### src/rtl/sha_msg_padder_if.sv
// Message-word input stream and padded-block output of the SHA-256 padder.
// With SHA_PAD_W64_EN defined the interface also carries the expanded schedule blk_w64.
interface sha_msg_padder_if;
  // Both channels are valid/ready: the source raises valid and holds its payload
  // unchanged until the cycle where valid & ready are both high; that cycle is the transfer.
  logic [31:0]       in_data;
  logic [2:0]        in_nbytes;
  logic              in_last;
  logic              in_valid;
  logic              in_ready;
  logic [0:15][31:0] blk_data;
  logic              blk_first;
  logic              blk_last;
  logic              blk_valid;
  logic              blk_ready;
`ifdef SHA_PAD_W64_EN
  logic [0:63][31:0] blk_w64;
`endif

  modport slave (
    input  in_data, in_nbytes, in_last, in_valid, blk_ready,
    output in_ready, blk_data, blk_first, blk_last, blk_valid
`ifdef SHA_PAD_W64_EN
    , output blk_w64
`endif
  );

  modport master (
    output in_data, in_nbytes, in_last, in_valid, blk_ready,
    input  in_ready, blk_data, blk_first, blk_last, blk_valid
`ifdef SHA_PAD_W64_EN
    , input blk_w64
`endif
  );
endinterface

### src/rtl/sha_msg_padder.sv
// SHA-256 message padder: packs 32-bit words into 512-bit blocks with 0x80 marker and bit length.
// Optional SHA_PAD_W64_EN adds the combinational message schedule W[0..63] on blk_w64.
module sha_msg_padder #(
  parameter int LEN_W = 64
) (
  input  logic              clk,
  input  logic              reset,
  sha_msg_padder_if.slave   bus,
  output logic [2:0]        state_o
);

  typedef enum logic [2:0] {
    S_FILL       = 3'd0,
    S_SEND       = 3'd1,
    S_SEND_LAST  = 3'd2,
    S_SEND_PRE   = 3'd3,
    S_SEND_EXTRA = 3'd4
  } state_e;

  state_e            state_q, state_d;
  logic [0:15][31:0] buf_q, buf_d;
  logic [3:0]        idx_q, idx_d;
  logic [LEN_W-1:0]  len_q, len_d;
  logic              first_q, first_d;
  logic              pad0_q, pad0_d;

  logic              sending, accept, hs;
  logic [LEN_W-1:0]  len_new;
  logic [63:0]       len_ext;
  logic [31:0]       last_word;
  logic [4:0]        pad_idx;

  assign sending = (state_q != S_FILL);
  assign accept  = bus.in_valid && (state_q == S_FILL);
  assign hs      = sending && bus.blk_ready;
  assign len_new = len_q + LEN_W'({bus.in_nbytes, 3'b000});
  assign pad_idx = bus.in_nbytes[2] ? ({1'b0, idx_q} + 5'd1) : {1'b0, idx_q};

  always_comb begin
    len_ext = '0;
    len_ext[LEN_W-1:0] = sending ? len_q : len_new;
  end

  // Partial tail word: keep the valid top bytes, marker in the first free byte.
  always_comb begin
    last_word = bus.in_data;
    case (bus.in_nbytes)
      3'd0:    last_word = 32'h8000_0000;
      3'd1:    last_word = {bus.in_data[31:24], 24'h80_0000};
      3'd2:    last_word = {bus.in_data[31:16], 16'h8000};
      3'd3:    last_word = {bus.in_data[31:8], 8'h80};
      default: last_word = bus.in_data;
    endcase
  end

  always_comb begin
    state_d = state_q;
    buf_d   = buf_q;
    idx_d   = idx_q;
    len_d   = len_q;
    first_d = first_q;
    pad0_d  = pad0_q;
    case (state_q)
      S_FILL: begin
        if (accept) begin
          buf_d[idx_q] = bus.in_last ? last_word : bus.in_data;
          idx_d        = idx_q + 4'd1;
          len_d        = len_new;
          if (bus.in_last) begin
            if (bus.in_nbytes[2] && !pad_idx[4]) buf_d[pad_idx[3:0]] = 32'h8000_0000;
            if (pad_idx <= 5'd13) begin
              buf_d[14] = len_ext[63:32];
              buf_d[15] = len_ext[31:0];
              state_d   = S_SEND_LAST;
            end else begin
              pad0_d  = pad_idx[4];
              state_d = S_SEND_PRE;
            end
          end else if (idx_q == 4'd15) begin
            state_d = S_SEND;
          end
        end
      end
      S_SEND: begin
        if (hs) begin
          buf_d   = '0;
          idx_d   = '0;
          first_d = 1'b0;
          state_d = S_FILL;
        end
      end
      S_SEND_PRE: begin
        if (hs) begin
          buf_d     = '0;
          buf_d[0]  = pad0_q ? 32'h8000_0000 : 32'h0;
          buf_d[14] = len_ext[63:32];
          buf_d[15] = len_ext[31:0];
          first_d   = 1'b0;
          state_d   = S_SEND_EXTRA;
        end
      end
      S_SEND_LAST, S_SEND_EXTRA: begin
        if (hs) begin
          buf_d   = '0;
          idx_d   = '0;
          len_d   = '0;
          first_d = 1'b1;
          pad0_d  = 1'b0;
          state_d = S_FILL;
        end
      end
      default: state_d = S_FILL;
    endcase
  end

  always_ff @(posedge clk) begin
    if (reset) begin
      state_q <= S_FILL;
      buf_q   <= '0;
      idx_q   <= '0;
      len_q   <= '0;
      first_q <= 1'b1;
      pad0_q  <= 1'b0;
    end else begin
      state_q <= state_d;
      buf_q   <= buf_d;
      idx_q   <= idx_d;
      len_q   <= len_d;
      first_q <= first_d;
      pad0_q  <= pad0_d;
    end
  end

  // Outputs are forced idle while reset is held, not just after the reset edge.
  assign bus.in_ready  = (state_q == S_FILL) && !reset;
  assign bus.blk_valid = sending && !reset;
  assign bus.blk_first = sending && first_q && !reset;
  assign bus.blk_last  = ((state_q == S_SEND_LAST) || (state_q == S_SEND_EXTRA)) && !reset;
  assign bus.blk_data  = reset ? '0 : buf_q;
  assign state_o       = state_q;

`ifdef SHA_PAD_W64_EN
  function automatic logic [31:0] sig0(input logic [31:0] x);
    return {x[6:0], x[31:7]} ^ {x[17:0], x[31:18]} ^ (x >> 3);
  endfunction

  function automatic logic [31:0] sig1(input logic [31:0] x);
    return {x[16:0], x[31:17]} ^ {x[18:0], x[31:19]} ^ (x >> 10);
  endfunction

  always_comb begin
    logic [0:63][31:0] w;
    w       = '0;
    w[0:15] = bus.blk_data;
    for (int t = 16; t < 64; t++) begin
      w[t] = sig1(w[t-2]) + w[t-7] + sig0(w[t-15]) + w[t-16];
    end
    bus.blk_w64 = w;
  end
`endif

endmodule

### src/flat_wrapper.sv
// flat-port wrapper written by rule: the top's interface ports become plain ports
module sha_msg_padder_flat 
#(
  parameter int LEN_W = 64
)
  (clk, reset, state_o, bus_in_data, bus_in_nbytes, bus_in_last, bus_in_valid, bus_blk_ready, bus_in_ready, bus_blk_data, bus_blk_first, bus_blk_last, bus_blk_valid);
  sha_msg_padder_if bus_i ();
  input  logic clk;
  input  logic reset;
  output logic [2:0] state_o;
  input wire logic [$bits(bus_i.in_data)-1:0] bus_in_data;
  input wire logic [$bits(bus_i.in_nbytes)-1:0] bus_in_nbytes;
  input wire logic [$bits(bus_i.in_last)-1:0] bus_in_last;
  input wire logic [$bits(bus_i.in_valid)-1:0] bus_in_valid;
  input wire logic [$bits(bus_i.blk_ready)-1:0] bus_blk_ready;
  output wire logic [$bits(bus_i.in_ready)-1:0] bus_in_ready;
  output wire logic [$bits(bus_i.blk_data)-1:0] bus_blk_data;
  output wire logic [$bits(bus_i.blk_first)-1:0] bus_blk_first;
  output wire logic [$bits(bus_i.blk_last)-1:0] bus_blk_last;
  output wire logic [$bits(bus_i.blk_valid)-1:0] bus_blk_valid;
  assign bus_i.in_data = bus_in_data;
  assign bus_i.in_nbytes = bus_in_nbytes;
  assign bus_i.in_last = bus_in_last;
  assign bus_i.in_valid = bus_in_valid;
  assign bus_i.blk_ready = bus_blk_ready;
  assign bus_in_ready = bus_i.in_ready;
  assign bus_blk_data = bus_i.blk_data;
  assign bus_blk_first = bus_i.blk_first;
  assign bus_blk_last = bus_i.blk_last;
  assign bus_blk_valid = bus_i.blk_valid;
  sha_msg_padder #(.LEN_W(LEN_W)) u_core (.clk(clk), .reset(reset), .bus(bus_i), .state_o(state_o));
endmodule
### config.mk
export PLATFORM = sky130hd
export DESIGN_NAME = sha_msg_padder_flat
export DESIGN_NICKNAME = d
export VERILOG_FILES = /design/src/rtl/sha_msg_padder_if.sv /design/src/rtl/sha_msg_padder.sv /design/src/flat_wrapper.sv
export SDC_FILE = /design/constraint.sdc
export NUM_CORES = 2
export LEC_CHECK = 0
export CAP_MARGIN = 20
export CORE_ASPECT_RATIO = 0.7
export CORE_UTILIZATION = 55
export CTS_CLUSTER_SIZE = 14
export DETAILED_ROUTE_END_ITERATION = 16
export PLACE_DENSITY = 0.86
export SLEW_MARGIN = 20
export SYNTH_ARGS = -nofsm -noshare
export SYNTH_HDL_FRONTEND = slang
export SYNTH_SLANG_ARGS = --single-unit
export TNS_END_PERCENT = 30
### constraint.sdc
create_clock -name clk -period 6.28 [get_ports clk]
set_input_delay 1.256 -clock clk [delete_from_list [all_inputs] [get_ports clk]]
set_output_delay 1.256 -clock clk [all_outputs]
set_load 0.02 [all_outputs]
Word level (Yosys, flattened, before mapping)
Index checks and enable logic that the tools add are counted.
Word-level totals
  logic and storage cells: 117
  output and inout port bits: 519
  register bits after elaboration: 585
Cells by class
  reduce and logical (&&, ||, !) cells: 29
  $add $sub $neg: 3
  magnitude comparators: 5
  muxes and demuxes: 38
  equal/unequal tests: 16
  bitwise operators: 5
Operator list (number)
  $mux W512: 6
  $pmux W512 S3: 1
  $bwmux W512: 1
  $and A496 B496 Y496: 1
  $not A496 Y496: 1
  $demux W32 S4: 2
  $mux W64: 4
  $mux W32: 4
  $pmux W32 S4: 1
  $pmux W64 S2: 1
  $add A64 B6 Y64: 1
  $or A16 B16 Y16: 1
  $mux W3: 5
  $eq A3 B2 Y1 const B: 4
  $ge A5 B5 Y1 const B: 2
  $logic_and A1 B1 Y1: 10
  $lt A5 B1 Y1 const B: 2
  $ne A2 B1 Y1 const B: 5
  $not A4 Y5: 2
  $pmux W3 S3: 1
  $reduce_and A3 Y1: 3
  $mux W4: 2
  $pmux W4 S2: 1
  $reduce_and A4 Y1: 2
  19 further kinds: 33

Longest topological paths before layout
  depth in word-level cells: 14
  gate-level depth with buffers: 13
  mapped depth without buffers: 9

Least setup slack after synthesis
OpenSTA, ideal clock, no wires.
  path kind: input-to-output
  start point: input port reset
  end point: output port bus_blk_last
  slack: 2.530 ns
  stages: 5
  data arrival time: 2.494 ns
  path buffers: 4
  cell sequence: clkbuf_1 > clkbuf_1 > clkbuf_1 > clkbuf_1 > nor2_1
Between the ends
  word-level cells in the longest chain between the ends: 2
Ends and longest elaborated chain
  start, declared: RTL line flat_wrapper.sv:9  | input logic reset;
  $logic_not A1 Y1: RTL line sha_msg_padder.sv:138  | assign bus.blk_last = ((state_q == S_SEND_LAST) || (state_q == S_SEND_EXTRA)) && !reset;
  $logic_and A1 B1 Y1: RTL line sha_msg_padder.sv:138
  end, declared: RTL line flat_wrapper.sv:19  | output wire logic [$bits(bus_i.blk_last)-1:0] bus_blk_last;
Every way passes these cells.

Worst setup path after layout
  start point: input port reset
  end point: output port bus_blk_data[19]
Between the ends
  word-level cells in the longest chain between the ends: 1
Ends and longest elaborated chain
  $mux W512: RTL line sha_msg_padder.sv:139  | assign bus.blk_data = reset ? '0 : buf_q;
  end, declared: RTL line flat_wrapper.sv:17  | output wire logic [$bits(bus_i.blk_data)-1:0] bus_blk_data;
Every way passes these cells.

==> key figures <==
Flow run
  • Max_cap viols: 0

Detailed routing
  • Drt drc: 0
  • Drt wl/cell: 24.4 microns
  • Total routed wirelength: 104 mm
  • Drt initial violations: 3925
  • Post-route ant nets: 0
  • DR pass1 iterations: 8
  • Via-per-instance ratio: 6.24
  • Via Count: 26600

Die
  • FP Rows: 66
  • Width of the die: 262 microns
  • Core ar.: 46600 sq um
  • Die area: 48200 sq um
  • Top Ports: 559
  • Die height: 184 microns
  • Initial core utilization: 55.9%

CTS
  • CTS H-tree depth: 2
  • Post-cts resize count: 0
  • Hold Buf Count CTS: 0
  • TritonCTS Buffers: 54
  • CTS tree: built
  • Clk slew on worst S/H paths: 60 ps
  • Post-CTS setup buffer count: 0
  • Num Clock Sinks: 582
  • CTS Root Cell: clkbuf_16
  • CTS Buffer Depth: 3
  • Worst-Skew Late Latency: 620 ps

Final layout
  • Area of the multi-input gates: 13300 sq um
  • Filler instances: 3532
  • Register area: 11700 sq um
  • NumNets Final: 3657
  • Syn-to-layout area delta: 29.2%
  • Share of layout cells above drive strength 1: 4.88%

Place
  • IO Port Bufs: 558
  • Post-DP HPWL: 70.0 mm
  • Global placer's final weighted congestion: 1.06

Power
  • P per Cell Area: 249 nW/um^2
  • Clock share of power: 41.2%
  • Int Power: 5.98 mW
  • Worst IR drop on VDD: 221 uV
  • Logic gate share of total power: 13.0%
  • Seq pwr share: 45.8%
  • Switching power: 2.39 mW
  • Leakage: 11.8 nW
  • Switching Share: 28.5%

GRT
  • Initial antenna violation count: 5
  • GRT Overall Usage: 41.0%
  • Pin count of the biggest net entering global routing: 134
  • First-pass GRT wire length: 149 mm
  • Grt ovf: 0
  • Vias in the first global route: 23500

Synthesis
  • Library cells used by synthesis: 72
  • Cells after Synth: 3247
  • Synth warn: 0
  • Top cells by count, synth: 582 x dfxtp_1, 521 x nor2b_1, 494 x nand2_1
  • Post-synthesis register bit count: 582
  • Most common cell in the netlist: dfxtp_1
  • Net Count, Synth: 3296
  • Number of enable flip-flop cells after synthesis: 0
  • Sequential fraction of the synthesis area: 44.7%
  • Area share of the largest cell type after synthesis: 44.7%
  • Synth Cell Area: 26000 sq um
  • Fraction of registers with async set/reset: 0%
  • Synth area leaders: dfxtp_1 45%, nor2b_1 13%, o21ai_0 8.4%
  • Yosys top cell by area: dfxtp_1
  • Avg Inst Size Synth: 8.02 sq um
  • Ys flop type: dfxtp_1

Timing
  • Slew HR: 16.1%
  • Max-slew violations: 0
  • RSZ-0062 raised after global routing: false
  • Period utilization: 72.8%
  • Setup violators final: 0
  • Final Hold Slack: 447 ps
  • Max Clk Rate: 0.219 GHz
  • Total negative slack: 0 ps
  • Worst-Margin Slew: 1260 ps
  • Clock Skew: 32.5 ps
  • Crit path time final: 4570 ps
  • Fin. Hold Viols: 0

Setup path
  • CP required: 5020 ps
  • CP max FO: 133
  • Crit end category: output pin
  • CP Launch Type: input port
  • Arr. time, crit path: 3320 ps
  • Setup Crit Path Kind: input port to output pin

Run status
  • Outcome: finished, final reports clean

Min path
  • Hold/Removal Path Class: register to register
==> logic make-up after synthesis <==
family,Yosys count,share of synthesized area (%)
AOI/OAI and AO/OA,824,19.6
xor gates and xnor gates,56,1.88
DFF,582,44.7
and+or+nand+nor,1454,28.4
muxes,5,0.197
buffers and inverters,317,4.68
adders and majority gates,9,0.461
==> power groups by stage <==
stage | Combinational [mW] | Sequential, mW | Clock (mW)
floorplan | 0.624 | 3.88 | 0
global placement | 1.02 | 3.91 | 0
detailed placement | 1.03 | 3.91 | 0
CTS | 1.04 | 3.83 | 3.45
global route | 1.13 | 3.84 | 3.59
finish | 1.08 | 3.83 | 3.45
==> worst paths after layout <==
check | from | endpoint | depth (start not counted) | slack (ps)
hold / removal | u_core.buf_q[232] | u_core.buf_q[232] | 2 | 450
setup / recovery | reset | bus_blk_data[19] | 4 | 1710
hold reg to reg | u_core.buf_q[232] | u_core.buf_q[232] | 2 | 450
setup reg to reg | u_core.idx_q[0] | u_core.buf_q[57] | 8 | 2340
==> cell usage in the layout, fill, tap and decap left out, drive strengths merged, types with 20 or more instances in the layout <==
master	count
o21ai	438
a311oi	20
dfxtp	582
nor2b	521
xnor2	23
nand4	35
nor3	77
o2bb2ai	124
clkbuf	76
xor2	33
or3	24
a21oi	90
nor2	161
nand3	45
a221oi	26
a31oi	25
clkdlybuf4s50	557
buf	53
nand2	494
==> worst max-delay path, stage by stage <==
cell and delay (ps):
buf_8 620, buf_12 450, nor2b_1 160, clkdlybuf4s50_1 610
==> cell type report <==
class	count	area share (%)
clock buffers	76	4.59
inverters	12	0.134
well taps	612	2.27
repair buffers	610	18.0
multi-input cells	2348	39.5
clock inverters	21	0.888
diodes	1	0.00743
flip-flops and latches	582	34.6
==> layer usage <==
| metal | vias to the layer above | GRT usage (%) | routed length (microns) |
|---|---|---|---|
| li1 | 11800 | - | - |
| met1 | 12500 | 54.5 | 40200 |
| met2 | 1912 | 58.4 | 42800 |
| met3 | 395 | 10.8 | 13100 |
| met4 | 10 | 26.7 | 7660 |
| met5 | - | 0 | 79 |
==> metrics by stage <==
stage | setup WS (ps) | cells | util, % | cell area [sq um] | total power [mW]
floorplan | 2530 | 3247 | - | 26000 | 4.50
global placement | 1500 | 4162 | 68.2 | 31800 | 4.93
detailed placement | 1430 | 4163 | 68.3 | 31800 | 4.94
CTS | 1820 | 4260 | 72.2 | 33600 | 8.31
global route | 1700 | 4261 | 72.3 | 33700 | 8.55
finish | 1710 | 4262 | 72.3 | 33700 | 8.37
==> flip-flops by register name (all words and copies together), names as in the netlist <==
register	cells
u_core.len_q	61
u_core.idx_q	4
u_core.first_q	1
u_core.state_o	3
u_core.pad0_q	1
u_core.buf_q	512
Note: power is estimated with default switching activity, not from simulation.
